## config.mk

```make
export PLATFORM = sky130hd
export DESIGN_NAME = dda_ctrl
export DESIGN_NICKNAME = d
export VERILOG_FILES = /design/src/rtl/dda_pkg.sv /design/src/rtl/sync_edge.sv /design/src/rtl/dda_ctrl.sv
export SDC_FILE = /design/constraint.sdc
export NUM_CORES = 1
export LEC_CHECK = 0
export ABC_CLOCK_PERIOD_IN_PS = 2100
export CORE_MARGIN = 5
export CORE_UTILIZATION = 43
export CTS_CLUSTER_DIAMETER = 100
export DETAILED_ROUTE_END_ITERATION = 12
export GPL_ROUTABILITY_DRIVEN = 0
export GPL_TIMING_DRIVEN = 1
export PLACE_DENSITY_LB_ADDON = 0.08
export SKIP_CTS_REPAIR_TIMING = 1
export SYNTH_ARGS = -nofsm -noshare
export SYNTH_HDL_FRONTEND = slang
export SYNTH_HIERARCHICAL = 1
export SYNTH_SLANG_ARGS = --single-unit
```

## constraint.sdc

```tcl
create_clock -name clk -period 2.1 [get_ports clk]
set_clock_uncertainty 0.1 [all_clocks]
set_input_delay 0.21 -clock clk [delete_from_list [all_inputs] [get_ports clk]]
set_output_delay 0.21 -clock clk [all_outputs]
set_load 0.05 [all_outputs]
```

## src/rtl/dda_pkg.sv

```systemverilog
// Shared types and constants for the posit DDA control/loader stage.
package dda_pkg;

  typedef enum logic [1:0] {
    IDLE = 2'd0,
    LOAD = 2'd1,
    INIT = 2'd2,
    RUN  = 2'd3
  } state_e;

  localparam int NUM_WORDS = 5;

  localparam int IC1 = 0;
  localparam int IC2 = 1;
  localparam int KM  = 2;
  localparam int DM  = 3;
  localparam int DT  = 4;

  function automatic int bytes_per_word(input int n);
    return n / 8;
  endfunction

endpackage

```

## src/rtl/sync_edge.sv

```systemverilog
// Two-flop synchroniser for a slow asynchronous pin, with rise/fall detection
// against a registered copy of the synchronised level.
module sync_edge (
  input  logic clk,
  input  logic rst_n,
  input  logic async_in,
  output logic level,
  output logic rise,
  output logic fall
);

  logic s1_q, s2_q, prev_q;

  always_ff @(posedge clk or negedge rst_n) begin
    if (!rst_n) begin
      s1_q   <= 1'b0;
      s2_q   <= 1'b0;
      prev_q <= 1'b0;
    end else begin
      s1_q   <= async_in;
      s2_q   <= s1_q;
      prev_q <= s2_q;
    end
  end

  assign level = s2_q;
  assign rise  = s2_q & ~prev_q;
  assign fall  = ~s2_q & prev_q;

endmodule

```

## src/rtl/dda_ctrl.sv

```systemverilog
// Loader/sequencer for the posit DDA core: assembles five operands from a
// byte stream, commits them atomically, issues INIT, then paces steps.
module dda_ctrl
  import dda_pkg::*;
#(
  parameter int N        = 16,
  parameter int ES       = 2,
  parameter int STEP_DIV = 4,
  parameter int CNT_W    = 16
) (
  input  logic             clk,
  input  logic             rst_n,
  input  logic [7:0]       data_in,
  input  logic             wr,
  input  logic             load_mode,
  input  logic             hold,
  output logic [N-1:0]     ic1,
  output logic [N-1:0]     ic2,
  output logic [N-1:0]     vK_M,
  output logic [N-1:0]     vD_M,
  output logic [N-1:0]     dt,
  output logic             dda_en,
  output logic             dda_rst_n,
  output logic             sample_valid,
  output logic             running,
  output logic [CNT_W-1:0] step_count
);

  localparam int BPW   = bytes_per_word(N);
  localparam int TOTAL = NUM_WORDS * BPW;
  localparam int SW    = TOTAL * 8;
  localparam int BCW   = $clog2(TOTAL);
  localparam int PW    = $clog2(STEP_DIV);

  localparam logic [BCW-1:0] LAST_BYTE = BCW'(TOTAL - 1);
  localparam logic [PW-1:0]  PRESC_MAX = PW'(STEP_DIV - 1);

  if ((N % 8) != 0 || STEP_DIV < 2 || ES < 0) begin : g_param_check
    $error("dda_ctrl: N must be a multiple of 8 and STEP_DIV at least 2");
  end

  logic wr_level, wr_rise, wr_fall;
  logic load_level, load_rise, load_fall;

  sync_edge u_sync_wr (
    .clk      (clk),
    .rst_n    (rst_n),
    .async_in (wr),
    .level    (wr_level),
    .rise     (wr_rise),
    .fall     (wr_fall)
  );

  sync_edge u_sync_load (
    .clk      (clk),
    .rst_n    (rst_n),
    .async_in (load_mode),
    .level    (load_level),
    .rise     (load_rise),
    .fall     (load_fall)
  );

  logic unused_sync;
  assign unused_sync = wr_level ^ wr_fall ^ load_level;

  state_e            state_q, state_d;
  logic [BCW-1:0]    byte_cnt_q, byte_cnt_d;
  logic [SW-1:0]     shadow_q, shadow_d;
  logic [N-1:0]      op_q [NUM_WORDS];
  logic [N-1:0]      op_d [NUM_WORDS];
  logic [N-1:0]      shadow_word [NUM_WORDS];
  logic [PW-1:0]     presc_q, presc_d;
  logic [CNT_W-1:0]  step_count_q, step_count_d;
  logic              dda_en_q, dda_en_d;
  logic              dda_rst_n_q, dda_rst_n_d;
  logic              sample_valid_q, sample_valid_d;

  // Byte 0 of the stream lands in the top byte of the shadow vector.
  always_comb begin
    shadow_d = shadow_q;
    if (state_q == LOAD && wr_rise) begin
      for (int i = 0; i < TOTAL; i++) begin
        if (byte_cnt_q == BCW'(i)) shadow_d[(TOTAL-1-i)*8 +: 8] = data_in;
      end
    end
  end

  for (genvar gi = 0; gi < NUM_WORDS; gi++) begin : g_word
    assign shadow_word[gi] = shadow_d[(NUM_WORDS-1-gi)*N +: N];
  end

  always_comb begin
    state_d        = state_q;
    byte_cnt_d     = byte_cnt_q;
    op_d           = op_q;
    presc_d        = presc_q;
    step_count_d   = step_count_q;
    dda_en_d       = 1'b0;
    dda_rst_n_d    = dda_rst_n_q;
    sample_valid_d = dda_en_q && (state_q == RUN);

    case (state_q)
      IDLE: begin
        if (load_rise) begin
          state_d    = LOAD;
          byte_cnt_d = '0;
        end
      end
      LOAD: begin
        // Completion takes priority over a simultaneous abort.
        if (wr_rise && byte_cnt_q == LAST_BYTE) begin
          for (int w = 0; w < NUM_WORDS; w++) op_d[w] = shadow_word[w];
          state_d      = INIT;
          byte_cnt_d   = '0;
          dda_en_d     = 1'b1;
          dda_rst_n_d  = 1'b0;
          presc_d      = '0;
          step_count_d = '0;
        end else if (load_fall) begin
          state_d    = IDLE;
          byte_cnt_d = '0;
        end else if (wr_rise) begin
          byte_cnt_d = byte_cnt_q + 1'b1;
        end
      end
      INIT: begin
        state_d     = RUN;
        dda_rst_n_d = 1'b1;
        presc_d     = '0;
      end
      RUN: begin
        if (load_rise) begin
          state_d    = LOAD;
          byte_cnt_d = '0;
        end else if (!hold) begin
          presc_d = (presc_q == PRESC_MAX) ? '0 : presc_q + 1'b1;
          if (presc_d == PRESC_MAX) begin
            dda_en_d     = 1'b1;
            step_count_d = step_count_q + 1'b1;
          end
        end
      end
      default: state_d = IDLE;
    endcase
  end

  always_ff @(posedge clk or negedge rst_n) begin
    if (!rst_n) begin
      state_q        <= IDLE;
      byte_cnt_q     <= '0;
      shadow_q       <= '0;
      for (int i = 0; i < NUM_WORDS; i++) op_q[i] <= '0;
      presc_q        <= '0;
      step_count_q   <= '0;
      dda_en_q       <= 1'b0;
      dda_rst_n_q    <= 1'b0;
      sample_valid_q <= 1'b0;
    end else begin
      state_q        <= state_d;
      byte_cnt_q     <= byte_cnt_d;
      shadow_q       <= shadow_d;
      op_q           <= op_d;
      presc_q        <= presc_d;
      step_count_q   <= step_count_d;
      dda_en_q       <= dda_en_d;
      dda_rst_n_q    <= dda_rst_n_d;
      sample_valid_q <= sample_valid_d;
    end
  end

  assign ic1          = op_q[IC1];
  assign ic2          = op_q[IC2];
  assign vK_M         = op_q[KM];
  assign vD_M         = op_q[DM];
  assign dt           = op_q[DT];
  assign dda_en       = dda_en_q;
  assign dda_rst_n    = dda_rst_n_q;
  assign sample_valid = sample_valid_q;
  assign running      = (state_q == RUN);
  assign step_count   = step_count_q;

endmodule

```

== Word level (Yosys, flattened, before mapping) ==
Cells that the tools add are included.

* $add $sub $neg: 3
* Eq/ne operators: 21
* Mux-type cells: 37
* Bitwise operators: 6
* Reduce and logical (&&, ||, !) cells: 16

{| class="wikitable"
|+ Operators with widths
! kind !! number
|-
| $mux W8 || 10
|-
| $mux W80 || 1
|-
| $mux W16 || 4
|-
| $pmux W16 S2 || 1
|-
| $add A16 B1 Y16 const B || 1
|-
| $eq A4 B3 Y1 const B || 4
|-
| $mux W4 || 4
|-
| $mux W2 || 7
|-
| $pmux W2 S3 || 2
|-
| $eq A2 B2 Y1 const B || 4
|-
| $eq A4 B2 Y1 const B || 2
|-
| $eq A4 B4 Y1 const B || 2
|-
| $pmux W4 S2 || 1
|-
| $ne A2 B1 Y1 const B || 3
|-
| $reduce_and A2 Y1 || 3
|-
| $reduce_bool A2 Y1 || 3
|-
| $mux W1 || 5
|-
| $reduce_and A5 Y1 || 1
|-
| $add A4 B1 Y4 const B || 1
|-
| $eq A4 B1 Y1 const B || 1
|-
| $logic_not A4 Y1 || 1
|-
| $ne A2 B2 Y1 const B || 2
|-
| $ne A4 B3 Y1 const B || 1
|-
| $pmux W1 S2 || 2
|-
| other kinds (11) || 17
|}

* Flip-flop bits (word level): 193
* Input port bits: 13
* Word-level logic and storage cells: 102

== Longest topological paths before layout ==
Gate-level depths: netlist (run 1).

* Word-level depth: 7
* Mapped depth: 9

== Modules after synthesis ==
Netlist (run 1), hierarchy kept.

{| class="wikitable"
|+ Modules (own cells, without submodules)
! module !! times used !! cells an instance !! area each (sq um)
|-
| dda_ctrl || 1 || 536 || 7602.3
|-
| sync_edge || 2 || 5 || 90.1
|}

== Worst setup path before layout (run 1) ==
No wires, ideal clock.

* Path type: register -> register
* From: register state_q[1]
* To: register step_count_q[6], in the netlist step_count[6]
* Setup time: 0.126 ns
* Arrival: 2.038 ns
* Setup slack: -0.165 ns
* Cell stages (with the launch flop): 7
* Buffers on the path: 1
* Cell sequence: dfrtp_1 -> ha_1 -> nand4bb_1 -> a22o_1 -> buf_2 -> and2_0 -> a311o_1

* Cells in the longest elaborated chain, start to end: 3

{| class="wikitable"
|+ Ends and longest elaborated chain
! what !! RTL line !! source
|-
| start: declaration || dda_ctrl.sv:66 || <nowiki>state_e state_q, state_d;</nowiki>
|-
| start signal: assignment || dda_ctrl.sv:159 || <nowiki>state_q <= state_d;</nowiki>
|-
| $eq A2 B2 Y1 (*) || n/a ||
|-
| via running || dda_ctrl.sv:25 || <nowiki>output logic running,</nowiki>
|-
| $ne A2 B1 Y1 (no line) (tied with other cells) || n/a ||
|-
| $reduce_and A5 Y1 (no line) || n/a ||
|-
| end signal: assignment || dda_ctrl.sv:164 || <nowiki>step_count_q <= step_count_d;</nowiki>
|-
| end: declaration || dda_ctrl.sv:73 || <nowiki>logic [CNT_W-1:0] step_count_q, step_count_d;</nowiki>
|}

The timed path passes the listed nets; every way through them passes the cells marked *.
A chain may end at the register's enable or synchronous reset.

== Final worst setup path (run 1) ==
* From: register state_q[1]
* To: register op_q, in the netlist ic2[1]

* Cells in the longest elaborated chain, start to end: 3

{| class="wikitable"
|+ Ends and longest elaborated chain
! what !! RTL line !! source
|-
| $eq A2 B1 Y1 || dda_ctrl.sv:81 || <nowiki>if (state_q == LOAD && wr_rise) begin</nowiki>
|-
| $logic_and A1 B1 Y1 || dda_ctrl.sv:81 ||
|-
| $mux W80 || dda_ctrl.sv:81 ||
|-
| via shadow_d[49] || dda_ctrl.sv:68 || <nowiki>logic [SW-1:0] shadow_q, shadow_d;</nowiki>
|-
| end signal: assignment || dda_ctrl.sv:162 || <nowiki>op_q <= op_d;</nowiki>
|-
| end: declaration || dda_ctrl.sv:69 || <nowiki>logic [N-1:0] op_q [NUM_WORDS];</nowiki>
|}

The timed path passes the listed nets, and every way through them passes these cells.

==> results of run 1 <==
## power by group
part	internal [mW]	total [mW]	switching [mW]
clock network	1.73	3.29	1.55
logic	1.07	1.98	0.908
registers	4.06	4.26	0.198
total	6.86	9.52	2.66
## cell type report
type | count | area [um^2]
inverters | 9 | 33.8
fillers | 1489 | 7550
well taps | 229 | 287
flip-flops and latches | 185 | 4630
clock inverters | 15 | 199
repair buffers | 162 | 1690
multi-input cells | 322 | 3090
clock buffers | 17 | 425
## flip-flops by register name (all words and copies together) (netlist names)
| signal | count |
|---|---|
| presc_q | 2 |
| sample_valid | 1 |
| dt | 16 |
| step_count | 16 |
| dda_en | 1 |
| ic2 | 16 |
| u_sync_load/s1_q | 1 |
| vK_M | 16 |
| byte_cnt_q | 4 |
| u_sync_wr/level | 1 |
| u_sync_load/level | 1 |
| u_sync_wr/prev_q | 1 |
| u_sync_wr/s1_q | 1 |
| ic1 | 16 |
| u_sync_load/prev_q | 1 |
| state_q | 2 |
| vD_M | 16 |
| dda_rst_n | 1 |
| shadow_q | 72 |
## per-layer routing
metal | vias to the layer above | GRT usage, % | wire, um
met5 | - | 0 | 0
met4 | 0 | 4.12 | 74
met3 | 4 | 4.07 | 676
li1 | 2231 | - | -
met2 | 86 | 26.2 | 8120
met1 | 2427 | 24.1 | 8240
## worst max path at each step
stage                         end  slack, ns  cells after the start
detailed placement  step_count[9]      -0.17                      6
finish                     ic2[1]       0.01                      7
floorplan           step_count[6]      -0.01                      6
global placement    step_count[9]      -0.08                      6
global route               ic2[5]      -0.07                      7
CTS                 step_count[9]      -0.19                      6
## worst max-delay path, stage by stage (launching register included)
cell and delay, ns:
dfrtp_1 0.42, inv_2 0.09, ha_4 0.17, nand3_2 0.10, or3_4 0.36, buf_6 0.16, mux2_4 0.31, mux2_2 0.26
## per-stage QoR
step | worst slack, ns | std cells | area [um^2] | setup TNS, ns | hold slack, ns
2_1_floorplan | -0.0105 | 545 | 7790 | -0.0105 | -0.186
3_3_place_gp | -0.0811 | 900 | 9500 | -0.292 | 0.0450
3_5_place_dp | -0.171 | 900 | 9500 | -1.46 | 0.0435
4_1_cts | -0.195 | 932 | 10100 | -2.24 | -0.422
5_1_grt | -0.0732 | 939 | 10400 | -1.35 | 0.105
6_report | 0.0103 | 939 | 10400 | 0 | 0.116
==> out/summary.json, run 1 <==
{
  "irDropWorstVdd_uv": 643,
  "dpl.hpwl_um": 11400,
  "detail_route.wl_per_cell_um": 18.2,
  "iteration_count_of_the_initial_detailed_routing_pass": 4,
  "yosysWarnings": 6,
  "syn-instance-count": 545,
  "pin_count_of_the_biggest_net_entering_global_routing": 65,
  "timing_max_transition_violations_final": 0,
  "setup_violations": 0,
  "globalRoute.totalOverflow": 0,
  "critical_path.startpoint": "state_q[1]",
  "die-height_um": 144,
  "power.static_leakage_nw": 4.84,
  "timing_worst_setup_path_type": "reg -> reg",
  "share_of_post_route_cells_with_drive_strength_above_1_pct": 37.9,
  "cts-buffers-inserted": 17,
  "ctsRootBufferMaster": "clkbuf_16",
  "cp-start-kind": "flop",
  "routed_via_density": 5.06,
  "flow.area_growth_from_synthesis_pct": 33.2,
  "finish.net_count": 721,
  "clkSinkCount": 185,
  "grt_setup_unrepaired": "true",
  "cellPowerDensity_nw_per_um2": 920,
  "worst_reg2reg_path_depth": 7,
  "clkSlewWorstSetupHoldPaths_ns": 0.08,
  "final_util_pct": 57.8,
  "timing.reg2reg.setup_slack_ns": 0.01,
  "grt_pass1_wl_um": 27200,
  "finalWorstPathRequiredPeriod_ns": 2.09,
  "routed-via-count": 4748,
  "clk_latency_ns": 0.43,
  "syn_area_per_cell_um2": 14.3,
  "antenna_violating_nets_post_route": 0,
  "hold_depth": 1,
  "n_antenna_cell": 0,
  "fmax_mhz": 479,
  "die_x_um": 144,
  "h-tree-depth": 4,
  "post_detailed_routing_wire_length_um": 17100,
  "initialDrtViolationCount": 181,
  "initial_utilization_pct": 43.4,
  "timing.rr.start": "state_q[1]",
  "design_power_total_mw": 9.52,
  "worst-slew-pin-transition_ns": 0.536,
  "most_frequent_standard_cell_in_the_layout_excluding_fill_and_tap_cells": "dfrtp_1",
  "route.detailed.drc": 0,
  "portBuffers": 112,
  "timing.hold.worst_endpoint": "u_sync_wr/s1_q",
  "max_cap_viol_count": 0,
  "grt_pass1_vias": 5027,
  "cts_buffer_depth": 2,
  "outcome": "complete, no violations",
  "hold_viol_final": 0,
  "core-area_um2": 17900,
  "finalCritPeriodShare_pct": 99.5,
  "layout_common_cells": "dfrtp_1 (181), clkdlybuf4s50_1 (107), mux2_2 (90)",
  "cts_tree": "done",
  "critical_path_arrival_ns": 2.31,
  "maxSlewHeadroom_pct": 64.1,
  "worstHoldStart": "wr",
  "r2r_end": "ic2[1]",
  "critPathCaptureType": "flop",
  "io-pin-count": 113,
  "worstHoldPathType": "in -> reg",
  "design.die.area_um2": 20900,
  "syn-num-nets": 569,
  "antenna_found_initial": 0,
  "crit_path_max_fanout": 8,
  "track_usage_pct": 16.9,
  "syn-cell-area_um2": 7770,
  "cp.required_ns": 2.32,
  "num_rows": 49
}
Power figures use the tool's default switching activity.
==> run 2: changes to the inputs <==
Settings changed: ABC_CLOCK_PERIOD_IN_PS 2100 to default, CORE_UTILIZATION 43 to 40, CTS_BUF_LIST from default to sky130_fd_sc_hd__clkbuf_8.
==> run 2 against run 1 <==
  * Sequential share of layout area increased by 0.71 points
  * Sequential power about the same
  * Largest power group unchanged
  * Non-clock buffer count decreased by 2
  * Maximum frequency decreased by 1.3%
  * Worst setup slack got worse by 0.027 ns
  * Cell count increased by 3.7%
  * Highest routed layer unchanged
  * Core utilization decreased by 5.0 points
  * Clock power decreased by 26%
  * Clock-buffer cell count increased by 1
  * The flow now finishes with violations (negative setup slack)
  * Design area decreased by 1.6%
  * Hold slack got worse by 0.025 ns
==> out/summary.json, run 2 (synthesis gave the netlist of run 1 again) <==
{
  "setup_violations": 8,
  "cts_tree": "done",
  "cts_buffer_depth": 2,
  "wl_met1_um": 8270,
  "worst-slew-pin-transition_ns": 0.550,
  "portBuffers": 112,
  "finish.net_count": 720,
  "grt_setup_unrepaired": "true",
  "timing_max_transition_violations_final": 0,
  "layout_common_cells": "dfrtp_1 (181), clkdlybuf4s50_1 (101), mux2_2 (90)",
  "worstHoldPathType": "in -> reg",
  "clkSinkCount": 185,
  "post-place-cells": 936,
  "post-route-cell-area_um2": 10200,
  "post_layout_instance_count_excluding_filler_cells": 974,
  "globalRoute.totalOverflow": 0,
  "maxSlewHeadroom_pct": 63.4,
  "finalWorstPathRequiredPeriod_ns": 2.12,
  "pin_count_of_the_biggest_net_entering_global_routing": 63,
  "grt_pass1_wl_um": 28200,
  "n_antenna_cell": 0,
  "cellPowerDensity_nw_per_um2": 844,
  "detail_route.wl_per_cell_um": 18.1,
  "crit_path_max_fanout": 8,
  "cp_cell_sequence": "inv_2, ha_4, nand3_2, or3_4, buf_12, mux2_4, mux2_4",
  "failed_checks": "negative setup slack",
  "io-pin-count": 113,
  "wl_met3_um": 788,
  "num_rows": 51,
  "core-area_um2": 19300,
  "critical_path_cell_count": 7,
  "highest-signal-layer": "met4",
  "crit_path_max_incr_delay_ns": 0.41,
  "critPathMostFrequentCell": "mux2_4",
  "die_x_um": 149,
  "cpMaxStageDelayCell": "dfrtp_1",
  "cts-buffers-inserted": 17,
  "placed_area_um2": 9560,
  "antenna_violating_nets_post_route": 0,
  "worst_path_dominant_cell_family": "multiplexers",
  "cp.required_ns": 2.35,
  "timing.final.ws_setup_ns": -0.0169,
  "initial_utilization_pct": 40.3,
  "timing_worst_setup_path_type": "reg -> reg",
  "largest_register_ff_count": 72,
  "power.static_leakage_nw": 4.78,
  "iteration_count_of_the_initial_detailed_routing_pass": 4,
  "track_usage_pct": 16.1,
  "ctsRootBufferMaster": "clkbuf_8",
  "design.die.area_um2": 22300,
  "max_cap_viol_count": 0,
  "initialDrtViolationCount": 229,
  "outcome": "finished with violations",
  "reg_with_most_ffs": "shadow_q",
  "irDropWorstVdd_uv": 416,
  "finalHoldWorstSlack_ns": 0.0915,
  "antenna_found_initial": 0,
  "clk_latency_ns": 0.46,
  "hold_viol_final": 0,
  "die-height_um": 149,
  "flow.area_growth_from_synthesis_pct": 31.1,
  "critical_path_arrival_ns": 2.37,
  "route.detailed.drc": 0,
  "worst_reg2reg_path_depth": 7,
  "h-tree-depth": 4,
  "post_detailed_routing_wire_length_um": 17600,
  "share_of_post_route_cells_with_drive_strength_above_1_pct": 37.5,
  "cp.buffers_inverters": 2,
  "routed_via_density": 4.95,
  "met2_wirelength_um": 8350,
  "filler_instances": 1686,
  "finalCritPeriodShare_pct": 101,
  "grt_pass1_vias": 5236,
  "cp-start-kind": "flop",
  "critPathCaptureType": "flop",
  "dpl.hpwl_um": 11700,
  "fmax_mhz": 472,
  "hold_depth": 1,
  "clkSlewWorstSetupHoldPaths_ns": 0.10,
  "most_frequent_standard_cell_in_the_layout_excluding_fill_and_tap_cells": "dfrtp_1",
  "routed-via-count": 4821
}
## run 2: cell types whose count changed in the layout (fill, tap and decap cells not counted), sizes merged
| cell | before | now |
|---|---|---|
| clkinv | 5 | 3 |
| dlymetal6s2s | 3 | 9 |
| clkbuf | 18 | 19 |
| clkdlybuf4s50 | 107 | 101 |
| clkinvlp | 1 | 2 |
| buf | 50 | 48 |
| a22o | 2 | 3 |
## run 2: where the power goes
group / leakage, nW / internal (mW) / switching, mW
combinational: 2.17 / 1.01 / 0.918
clock: 0.201 / 1.03 / 1.39
sequential: 2.41 / 4.06 / 0.195
## run 2: worst register-to-register path, delay by kind of cell (launching register included)
| family | cells | cell delay [ns] |
|---|---|---|
| adder cells (fa/ha/maj) | 1 | 0.19 |
| flip-flops | 1 | 0.41 |
| multiplexers | 2 | 0.57 |
| AND/OR/NAND/NOR | 2 | 0.51 |
| buffers and inverters | 2 | 0.25 |
## run 2: through the flow
step	utilization [%]	power [mW]	setup TNS, ns	setup WS, ns
global placement	49.6	5.99	-0.174	-0.0621
detailed placement	49.6	6.06	-0.670	-0.109
global route	52.9	9.04	-1.16	-0.0750
finish	52.9	8.61	-0.0819	-0.0169
CTS	51.7	8.51	-1.25	-0.130
floorplan	-	5.53	-0.0105	-0.0105
## run 2: final timing paths
path | from | endpoint | slack, ns
hold reg to reg | u_sync_wr/s1_q | u_sync_wr/level | 0.26
setup reg to reg | state_q[1] | ic2[12] | -0.02
hold / removal | wr | u_sync_wr/s1_q | 0.09
min in group asynchronous | rst_n | step_count[15] | 0.20
setup / recovery | state_q[1] | ic2[12] | -0.02
max in group asynchronous | rst_n | shadow_q[35] | 1.06
## run 2: layout make-up
type / count / area (um^2) / share of cell area, %
Sequential cell: 185 / 4630 / 45.5
Inverter: 9 / 33.8 / 0.331
Multi-Input combinational cell: 323 / 3090 / 30.4
Clock inverter: 14 / 155 / 1.52
Clock buffer: 18 / 248 / 2.43
Timing Repair Buffer: 160 / 1700 / 16.6
Tap cell: 265 / 332 / 3.25
## run 2: metal layers
layer,global-route usage [%],vias to the layer above
met4,4.49,0
met2,25.7,112
met1,22.3,2464
li1,-,2228
met5,0,-
met3,3.65,17
